## config.mk

```make
export PLATFORM = sky130hd
export DESIGN_NAME = cim_step_sequencer
export DESIGN_NICKNAME = d
export VERILOG_FILES = /design/src/rtl/cim_step_sequencer_pkg.sv /design/src/rtl/cim_step_sequencer_counter.sv /design/src/rtl/cim_step_sequencer.sv
export SDC_FILE = /design/constraint.sdc
export NUM_CORES = 1
export LEC_CHECK = 0
export ABC_AREA = 1
export CAP_MARGIN = 20
export CELL_PAD_IN_SITES_DETAIL_PLACEMENT = 0
export CELL_PAD_IN_SITES_GLOBAL_PLACEMENT = 1
export CORE_MARGIN = 2
export CORE_UTILIZATION = 33
export DETAILED_ROUTE_END_ITERATION = 10
export PLACE_DENSITY = 0.79
export SETUP_SLACK_MARGIN = 0.1
export SLEW_MARGIN = 40
export SYNTH_ARGS = -nofsm -noshare
export SYNTH_HDL_FRONTEND = slang
export SYNTH_HIERARCHICAL = 1
export SYNTH_SLANG_ARGS = --single-unit
```

## constraint.sdc

```tcl
create_clock -name clk -period 3.5 [get_ports clk]
set_input_delay 0.7 -clock clk [delete_from_list [all_inputs] [get_ports clk]]
set_output_delay 0.7 -clock clk [all_outputs]
set_load 0.05 [all_outputs]
```

## src/rtl/cim_step_sequencer_pkg.sv

```systemverilog
// Shared definitions for the CIM inference step sequencer: FSM state encoding
// and default parameter values.
package cim_step_sequencer_pkg;

    typedef enum logic [2:0] {
        IDLE,
        SETUP,
        ISSUE,
        WAIT,
        PAUSED,
        DONE,
        ERROR
    } SeqState_t;

    localparam int DEF_NUM_STEPS = 8;
    localparam int DEF_ITER_W    = 9;
    localparam int DEF_TIMEOUT_W = 16;

endpackage

```

## src/rtl/cim_step_sequencer_counter.sv

```systemverilog
// Up-counter with synchronous clear (priority over increment) that saturates
// at all-ones instead of wrapping.
module cim_step_sequencer_counter #(
    parameter int W = 8
) (
    input  logic         clk,
    input  logic         rst_n,
    input  logic         i_clr,
    input  logic         i_inc,
    output logic [W-1:0] o_cnt
);

    logic [W-1:0] r_cnt;

    always_ff @(posedge clk or negedge rst_n) begin
        if (!rst_n) begin
            r_cnt <= '0;
        end else if (i_clr) begin
            r_cnt <= '0;
        end else if (i_inc && (r_cnt != '1)) begin
            r_cnt <= r_cnt + W'(1);
        end
    end

    assign o_cnt = r_cnt;

endmodule

```

## src/rtl/cim_step_sequencer.sv

```systemverilog
// Sequences NUM_STEPS inference steps, each a programmable number of compute
// iterations, with optional per-step pause, watchdog timeout and abort.
module cim_step_sequencer
    import cim_step_sequencer_pkg::*;
#(
    parameter int NUM_STEPS = DEF_NUM_STEPS,
    parameter int ITER_W    = DEF_ITER_W,
    parameter int TIMEOUT_W = DEF_TIMEOUT_W
) (
    input  logic                          clk,
    input  logic                          rst_n,
    input  logic                          new_sleep_epoch,
    input  logic                          abort,
    input  logic                          step_mode,
    input  logic                          resume,
    input  logic [NUM_STEPS*ITER_W-1:0]   step_len,
    input  logic [TIMEOUT_W-1:0]          timeout_limit,
    output logic                          compute_start,
    input  logic                          compute_done,
    output logic [$clog2(NUM_STEPS)-1:0]  cur_step,
    output logic [ITER_W-1:0]             iter_idx,
    output logic                          busy,
    output logic                          paused,
    output logic                          inference_done,
    output logic                          error
);

    localparam int STEP_W = $clog2(NUM_STEPS);
    localparam logic [STEP_W-1:0] LAST_STEP = STEP_W'(NUM_STEPS - 1);

    SeqState_t             r_state;
    SeqState_t             w_next;
    SeqState_t             w_end_next;
    logic [STEP_W-1:0]     r_cur_step;
    logic                  r_compute_start;
    logic                  r_busy;
    logic                  r_paused;
    logic                  r_done;
    logic                  r_error;

    logic [ITER_W-1:0]     w_iter;
    logic [TIMEOUT_W-1:0]  w_wd;
    logic [ITER_W-1:0]     w_len;
    logic                  w_last_step;
    logic                  w_last_iter;
    logic                  w_timeout;
    logic                  w_end_adv;
    logic                  w_iter_clr;
    logic                  w_iter_inc;
    logic                  w_wd_clr;
    logic                  w_wd_inc;
    logic                  w_step_clr;
    logic                  w_step_inc;
    logic                  w_err_clr;

    assign w_len       = step_len[int'(r_cur_step)*ITER_W +: ITER_W];
    assign w_last_step = (r_cur_step == LAST_STEP);
    assign w_last_iter = (w_iter == (w_len - ITER_W'(1)));
    assign w_timeout   = (timeout_limit != '0) && (w_wd == (timeout_limit - TIMEOUT_W'(1)));

    // Step-end handling is shared by zero-length skip in SETUP and last iteration in WAIT
    assign w_end_next = w_last_step ? DONE : (step_mode ? PAUSED : SETUP);
    assign w_end_adv  = !w_last_step && !step_mode;

    always_comb begin
        w_next     = r_state;
        w_iter_clr = 1'b0;
        w_iter_inc = 1'b0;
        w_wd_clr   = 1'b0;
        w_wd_inc   = 1'b0;
        w_step_clr = 1'b0;
        w_step_inc = 1'b0;
        w_err_clr  = 1'b0;
        case (r_state)
            IDLE: begin
                if (new_sleep_epoch) begin
                    w_next     = SETUP;
                    w_step_clr = 1'b1;
                    w_iter_clr = 1'b1;
                    w_err_clr  = 1'b1;
                end
            end
            SETUP: begin
                if (w_len != '0) begin
                    w_next = ISSUE;
                end else begin
                    w_next     = w_end_next;
                    w_step_inc = w_end_adv;
                    w_iter_clr = w_end_adv;
                end
            end
            ISSUE: begin
                w_next   = WAIT;
                w_wd_clr = 1'b1;
            end
            WAIT: begin
                w_wd_inc = 1'b1;
                if (compute_done) begin
                    if (w_last_iter) begin
                        w_next     = w_end_next;
                        w_step_inc = w_end_adv;
                        w_iter_clr = w_end_adv;
                    end else begin
                        w_next     = ISSUE;
                        w_iter_inc = 1'b1;
                    end
                end else if (w_timeout) begin
                    w_next = ERROR;
                end
            end
            PAUSED: begin
                if (resume) begin
                    w_next     = SETUP;
                    w_step_inc = 1'b1;
                    w_iter_clr = 1'b1;
                end
            end
            DONE:    w_next = IDLE;
            ERROR:   w_next = IDLE;
            default: w_next = IDLE;
        endcase
        // Abort overrides every other event and discards progress
        if (abort && (r_state != IDLE)) begin
            w_next     = IDLE;
            w_step_inc = 1'b0;
            w_step_clr = 1'b1;
            w_iter_inc = 1'b0;
            w_iter_clr = 1'b1;
            w_wd_inc   = 1'b0;
            w_wd_clr   = 1'b1;
        end
    end

    // Outputs are registered from the next state so they line up with the state they describe
    always_ff @(posedge clk or negedge rst_n) begin
        if (!rst_n) begin
            r_state         <= IDLE;
            r_cur_step      <= '0;
            r_compute_start <= 1'b0;
            r_busy          <= 1'b0;
            r_paused        <= 1'b0;
            r_done          <= 1'b0;
            r_error         <= 1'b0;
        end else begin
            r_state         <= w_next;
            r_compute_start <= (w_next == ISSUE);
            r_busy          <= (w_next != IDLE);
            r_paused        <= (w_next == PAUSED);
            r_done          <= (w_next == DONE);
            if (w_step_clr) begin
                r_cur_step <= '0;
            end else if (w_step_inc) begin
                r_cur_step <= r_cur_step + STEP_W'(1);
            end
            if (w_err_clr) begin
                r_error <= 1'b0;
            end else if (w_next == ERROR) begin
                r_error <= 1'b1;
            end
        end
    end

    cim_step_sequencer_counter #(.W(ITER_W)) u_iter_cnt (
        .clk   (clk),
        .rst_n (rst_n),
        .i_clr (w_iter_clr),
        .i_inc (w_iter_inc),
        .o_cnt (w_iter)
    );

    cim_step_sequencer_counter #(.W(TIMEOUT_W)) u_wd_cnt (
        .clk   (clk),
        .rst_n (rst_n),
        .i_clr (w_wd_clr),
        .i_inc (w_wd_inc),
        .o_cnt (w_wd)
    );

    assign compute_start  = r_compute_start;
    assign cur_step       = r_cur_step;
    assign iter_idx       = w_iter;
    assign busy           = r_busy;
    assign paused         = r_paused;
    assign inference_done = r_done;
    assign error          = r_error;

endmodule

```

== Word level (Yosys, flattened, before mapping) ==
Cells that the tools add are included.
W data, S select, Z words.

* Register bits: 36
* Latch bits: 0
* Memory bits (writable): 0
* Bits in read-only memories: 0
* Input port bits: 95
* Output and inout port bits: 17
* Logic and storage cells: 82
* Memories kept: 0

* $add $sub $neg: 5
* $mul: 1
* Divide/modulo/power cells: 0
* $lt $le $gt $ge: 0
* Equality and inequality tests: 13
* Shift-type cells: 1
* Mux-type cells: 37
* Bitwise operators: 0
* Reduce and logical (&&, ||, !) cells: 16

{| class="wikitable"
|+ Operator list
! kind !! count
|-
| $shiftx A72 B8 Y9 || 1
|-
| $mux W3 || 11
|-
| $mux W16 || 2
|-
| $mux W1 || 19
|-
| $mux W9 || 2
|-
| $add A16 B1 Y16 const B || 1
|-
| $eq A16 B16 Y1 || 1
|-
| $ne A16 B16 Y1 const B || 1
|-
| $reduce_bool A16 Y1 || 1
|-
| $sub A16 B1 Y16 const B || 1
|-
| $eq A3 B3 Y1 const B || 5
|-
| $pmux W3 S5 || 1
|-
| $add A9 B1 Y9 const B || 1
|-
| $eq A3 B2 Y1 const B || 3
|-
| $eq A9 B9 Y1 || 1
|-
| $ne A9 B9 Y1 const B || 1
|-
| $reduce_bool A9 Y1 || 1
|-
| $sub A9 B1 Y9 const B || 1
|-
| $reduce_bool A2 Y1 || 4
|-
| $mul A3 B4 Y7 const B || 1
|-
| $reduce_bool A3 Y1 || 2
|-
| $logic_and A1 B1 Y1 || 5
|-
| $pmux W1 S4 || 1
|-
| $add A3 B1 Y3 const B || 1
|-
| 4 further kinds || 5
|}

== Logic depth before layout (Yosys ltp) ==
* Word-level depth: 11
* Mapped depth: 25
* Mapped depth without buffers: 24

== Hierarchy ==
Netlist, hierarchy kept.

{| class="wikitable"
|+ Modules (own cells, without submodules)
! module !! times used !! cells each !! area an instance (µm²) !! sequential area each (µm²)
|-
| cim_step_sequencer || 1 || 513 || 2553.7 || 275.3
|-
| cim_step_sequencer_counter (u_wd_cnt) || 1 || 144 || 1037.2 || 400.4
|-
| cim_step_sequencer_counter (u_iter_cnt) || 1 || 60 || 489.2 || 225.2
|}

== Worst setup path before layout ==
OpenSTA, ideal clock, no wires.

* Path type: register -> register
* Start point: register r_cur_step[0] (netlist: cur_step[0])
* End point: register u_iter_cnt.r_cnt[4] (netlist: u_iter_cnt/o_cnt[4])
* Setup time: 121 ps
* Arrival: 2991 ps
* Required time: 3379 ps
* Slack: 388 ps
* Stages on the path, launching flop included: 23
* Buffers on the path: 2
* Clock period less this slack: 3112 ps
* Path through: dfrtp_1 -> buf_4 -> buf_6 -> nand2_1 -> nand3_1 -> nand3_1 -> nand2_1 -> ha_1 -> inv_1 -> nor2_2 -> nand3_2 -> nand2_1 -> nand2_1 -> nand2_1 -> nor2_1 -> nand2_1 -> nand2_2 -> nor3_1 -> nand3_2 -> nor2_1 -> nand3_1 -> nand2_1 -> nor2_1

* Cells in the longest elaborated chain, start to end: 10
* Elaborated cells on any way between the ends: 20
* Classes of those cells: add/sub: 1; mul: 1; eq/ne: 2; shift: 1; mux: 10; reduce/logical: 5

{| class="wikitable"
|+ RTL lines
! item !! line !! source
|-
| start, declared || cim_step_sequencer.sv:34 || <nowiki>logic [STEP_W-1:0] r_cur_step;</nowiki>
|-
| start signal, assigned || cim_step_sequencer.sv:153 || <nowiki>r_cur_step <= r_cur_step + STEP_W'(1);</nowiki>
|-
| $mul A3 B4 Y7 || cim_step_sequencer.sv:56 || <nowiki>assign w_len = step_len[int'(r_cur_step)*ITER_W +: ITER_W];</nowiki>
|-
| $shiftx A72 B8 Y9 || cim_step_sequencer.sv:56 ||
|-
| $sub A9 B1 Y9 || cim_step_sequencer.sv:58 || <nowiki>assign w_last_iter = (w_iter == (w_len - ITER_W'(1)));</nowiki>
|-
| $eq A9 B9 Y1 || cim_step_sequencer.sv:58 ||
|-
| $mux W1 || cim_step_sequencer.sv:99 || <nowiki>if (w_last_iter) begin</nowiki>
|-
| $mux W1 || cim_step_sequencer.sv:98 || <nowiki>if (compute_done) begin</nowiki>
|-
| $mux W1 || cim_step_sequencer.sv:74 || <nowiki>case (r_state)</nowiki>
|-
| $mux W1 || cim_step_sequencer.sv:123 || <nowiki>if (abort && (r_state != IDLE)) begin</nowiki>
|-
| via w_iter_inc || cim_step_sequencer.sv:49 || <nowiki>logic w_iter_inc;</nowiki>
|-
| $logic_and A1 B1 Y1 || cim_step_sequencer_counter.sv:20 || <nowiki>end else if (i_inc && (r_cnt != '1)) begin</nowiki>
|-
| $reduce_bool A2 Y1 (no line) || - ||
|-
| end signal, assigned || cim_step_sequencer_counter.sv:21 || <nowiki>r_cnt <= r_cnt + W'(1);</nowiki>
|-
| end, declared || cim_step_sequencer_counter.sv:13 || <nowiki>logic [W-1:0] r_cnt;</nowiki>
|}

The timed path passes the listed nets, and every way through them passes these cells.
A chain may end at the register's enable or synchronous reset.

== Worst setup path in the final report ==
* Start point: input port step_len[27]
* End point: register u_iter_cnt.r_cnt[3] (netlist: u_iter_cnt/o_cnt[3])

* Elaborated cells on any way between the ends: 16
* Classes of those cells: add/sub: 1; eq/ne: 1; shift: 1; mux: 10; reduce/logical: 3

{| class="wikitable"
|+ RTL lines
! item !! line !! source
|-
| start, declared || cim_step_sequencer.sv:16 || <nowiki>input logic [NUM_STEPS*ITER_W-1:0] step_len,</nowiki>
|-
| $shiftx A72 B8 Y9 * || cim_step_sequencer.sv:56 ||
|-
| $sub A9 B1 Y9 || cim_step_sequencer.sv:58 ||
|-
| $eq A9 B9 Y1 || cim_step_sequencer.sv:58 ||
|-
| $mux W1 || cim_step_sequencer.sv:99 ||
|-
| $mux W1 || cim_step_sequencer.sv:98 ||
|-
| $pmux W1 S4 * || cim_step_sequencer.sv:74 ||
|-
| $mux W1 * || cim_step_sequencer.sv:123 ||
|-
| via w_iter_clr || cim_step_sequencer.sv:48 || <nowiki>logic w_iter_clr;</nowiki>
|-
| $mux W9 / $reduce_bool A2 Y1 (equally long branches) || - ||
|}

The timed path passes the listed nets; every way through them passes the cells marked *.

==> flow_summary.json <==
{
  "seq_area_um2": 901,
  "initialDrtViolationCount": 262,
  "synth_cells": 717,
  "syn2layout_area_growth_pct": 35.2,
  "path_cells": "clkdlybuf4s50_1 -> inv_1 -> nand2_1 -> nand3_1 -> nand3_1 -> nand2_1 -> ha_1 -> xor2_1 -> nand3_1 -> nor3b_1 -> nand4_1 -> nor2_1 -> nand3_1 -> nand4_1 -> inv_1 -> o21ai_0 -> a21oi_1",
  "grt_pass1_wl_um": 21900,
  "crit_path_end_kind": "flip-flop",
  "clkTransAtPathRegs_ns": 0.05,
  "htree_levels": 2,
  "rsz0062_at_grt": "no",
  "finClkSkew_ns": 0.00510,
  "max_freq_ghz": 0.323,
  "cpLargestDelayFamily": "simple AND/OR/NAND/NOR gates",
  "ys_seq_elements": 36,
  "synth-edff-count": 0,
  "grt_util_met1_pct": 28.6,
  "num-nets-final": 933,
  "reg2reg_depth": 17,
  "root_buffer": "clkbuf_16",
  "cp.depth": 17,
  "antenna_left": 0,
  "cts_buffers": 5,
  "start_util_pct": 33.8,
  "startpoint_type": "primary input",
  "drive_gt1_share_pct": 6.14,
  "worstSetupPathType": "in -> reg",
  "busiest_layer": "met2",
  "maxCapViolCount": 0,
  "cts_sinks": 36,
  "worst_pin_slew_ns": 0.530,
  "gp_congestion": 0.867,
  "clkLatencyLatePin_ns": 0.27,
  "multi_input_area_um2": 2620,
  "ys_seq_area_share_pct": 22.1,
  "crit_arrival_ns": 3.24,
  "hold_violations": 0,
  "slowest_stage": "clkdlybuf4s50_1",
  "clock_path_buffers": 2,
  "setup_viol": 0,
  "ir_drop_uv": 272,
  "antenna_found_initial": 0,
  "core_um2": 12100,
  "cts_tree": "built",
  "globalRouteTotalUtil_pct": 20.4,
  "syn_avg_cell_area_um2": 5.69,
  "reg2reg_from": "cur_step[0]$_DFFE_PN0P_",
  "synthFlopType": "dfrtp_1",
  "grt_util_met3_pct": 3.22,
  "vias": 4747,
  "rows": 40,
  "portBuffers": 111,
  "drtPass1Iterations": 4,
  "crit_path_frequent_cell": "nand3_1",
  "p_per_area_nw_per_um2": 293,
  "crit_buf_inv": 3,
  "met2_usage_pct": 33.8,
  "die_h_um": 115,
  "viasPerCell": 4.76,
  "dieArea_um2": 13300,
  "grt-ovfl-total": 0,
  "slew_headroom_pct": 64.6,
  "max_stage_delay_ns": 0.46,
  "grt_pass1_vias": 4502,
  "fin_crit_ns": 3.10,
  "final_common_cell": "nand2_1",
  "grt_start_max_net_pins": 41,
  "async_reset_ff_share_pct": 100,
  "synth_nets": 820,
  "die_w_um": 115,
  "pin_count": 112,
  "drv_slew": 0,
  "setup_tns_ns": 0,
  "synth_area_um2": 4080,
  "post_cts.repair.setup_buffers": 0,
  "hold_class": "in -> async",
  "required_ns": 3.64,
  "crit_fanout": 6,
  "p_leak_nw": 2.72,
  "r2r_slack_ns": 0.46,
  "nFillCells": 1308,
  "p_total_mw": 1.62,
  "avgRoutedWirePerCell_um": 12.9,
  "wl_um": 12900,
  "yosys_warnings": 6,
  "status": "finished, final reports clean",
  "final_cell_mix": "nand2_1, inv_1, clkdlybuf4s50_1, nand3_1, nor2_1",
  "ys_types": 40,
  "place_hpwl_um": 10400,
  "n_antenna_cell": 0,
  "rr_endpoint": "u_iter_cnt/o_cnt[3]$_DFFE_PN0P_",
  "period_share_pct": 88.5,
  "drc": 0
}
[Yosys cell counts (8+ instances only)]
library cell / instances / share of area (%)
nor2_1: 76 / 7.0
nand2_1: 245 / 23
o21ai_0: 16 / 2.0
nand4_1: 18 / 2.8
ha_1: 8 / 2.5
nand2_2: 8 / 1.2
dfrtp_1: 36 / 22
nor3_1: 9 / 1.1
xnor2_1: 11 / 2.4
nand3_1: 93 / 11
inv_1: 116 / 11
a21oi_1: 12 / 1.5
xor2_1: 11 / 2.4
[repair_timing]
action                     4_1_cts  5_1_grt
hold buffers                     0        0
setup endpoints to repair        0        9
gates resized for setup          0        3
[state kept, by name, summed over array words and instances (netlist names)]
| register | count |
|---|---|
| u_wd_cnt/o_cnt | 16 |
| r_state | 3 |
| u_iter_cnt/o_cnt | 9 |
| error | 1 |
| cur_step | 3 |
| busy | 1 |
| compute_start | 1 |
| inference_done | 1 |
| paused | 1 |
[cell families (layout without fill, tap and decap cells)]
group,after synthesis,after routing,synth area share [%]
AND/OR/NAND/NOR,472,472,50.9
buffers and inverters,138,251,14.0
AO/OA/AOI/OAI,41,41,5.89
flip-flops,36,36,22.1
XOR/XNOR,22,22,4.72
adder cells (fa/ha/maj),8,8,2.45
[report_power, final]
part           internal (mW)  switching (mW)  total, mW  leakage, nW
sequential             0.447          0.0245      0.471        0.497
clock                  0.258           0.162      0.420       0.0657
combinational          0.268           0.458      0.726         2.16
[layer usage]
metal	part of all wire, %	wire length (um)
met1	50	6430
met2	45	5790
met3	4.4	568
met4	0.70	90
met5	0	0
[worst reg2reg max path: stages, from the launching register on]
cell and delay (ns):
dfrtp_1 0.39, buf_4 0.39, nor2_1 0.11, nor2_1 0.09, nand2_1 0.05, nand3_1 0.08, nand2_1 0.13, ha_1 0.34
xor2_1 0.15, nand3_1 0.11, nor3b_1 0.23, nand4_1 0.14, nor2_1 0.13, nand3_1 0.13, nand4_1 0.15, inv_1 0.14
o21ai_0 0.10, a21oi_1 0.06
[final cells by class]
cell class,instances,share of cell area (%)
Inverter,124,8.48
Timing Repair Buffer,120,21.3
Multi-Input combinational cell,543,47.6
Sequential cell,36,16.3
Tap cell,168,3.81
Clock buffer,5,2.27
Clock inverter,2,0.227
[per-stage QoR]
step / util [%] / worst slack (ns) / hold WS [ns] / cell area, um^2 / std cells
finish: 45.7 / 0.402 / 0.378 / 5520 / 998
global placement: 44.5 / 0.0676 / 0.534 / 5360 / 991
detailed placement: 44.5 / 0.0179 / 0.540 / 5370 / 991
global route: 45.7 / 0.113 / 0.409 / 5520 / 998
floorplan: - / 0.388 / 0.404 / 4080 / 717
CTS: 45.6 / 0.294 / 0.403 / 5500 / 998
[worst max path at each step]
stage,start,end,slack (ns)
6_report,step_len[27],u_iter_cnt/o_cnt[3]$_DFFE_PN0P_,0.40
5_1_grt,step_len[54],inference_done$_DFF_PN0_,0.11
4_1_cts,step_len[27],u_iter_cnt/o_cnt[4]$_DFFE_PN0P_,0.29
3_5_place_dp,step_len[27],u_iter_cnt/o_cnt[4]$_DFFE_PN0P_,0.02
3_3_place_gp,step_len[0],u_iter_cnt/o_cnt[4]$_DFFE_PN0P_,0.07
2_1_floorplan,cur_step[0]$_DFFE_PN0P_,u_iter_cnt/o_cnt[4]$_DFFE_PN0P_,0.39
(Power assumes the default switching activity.)
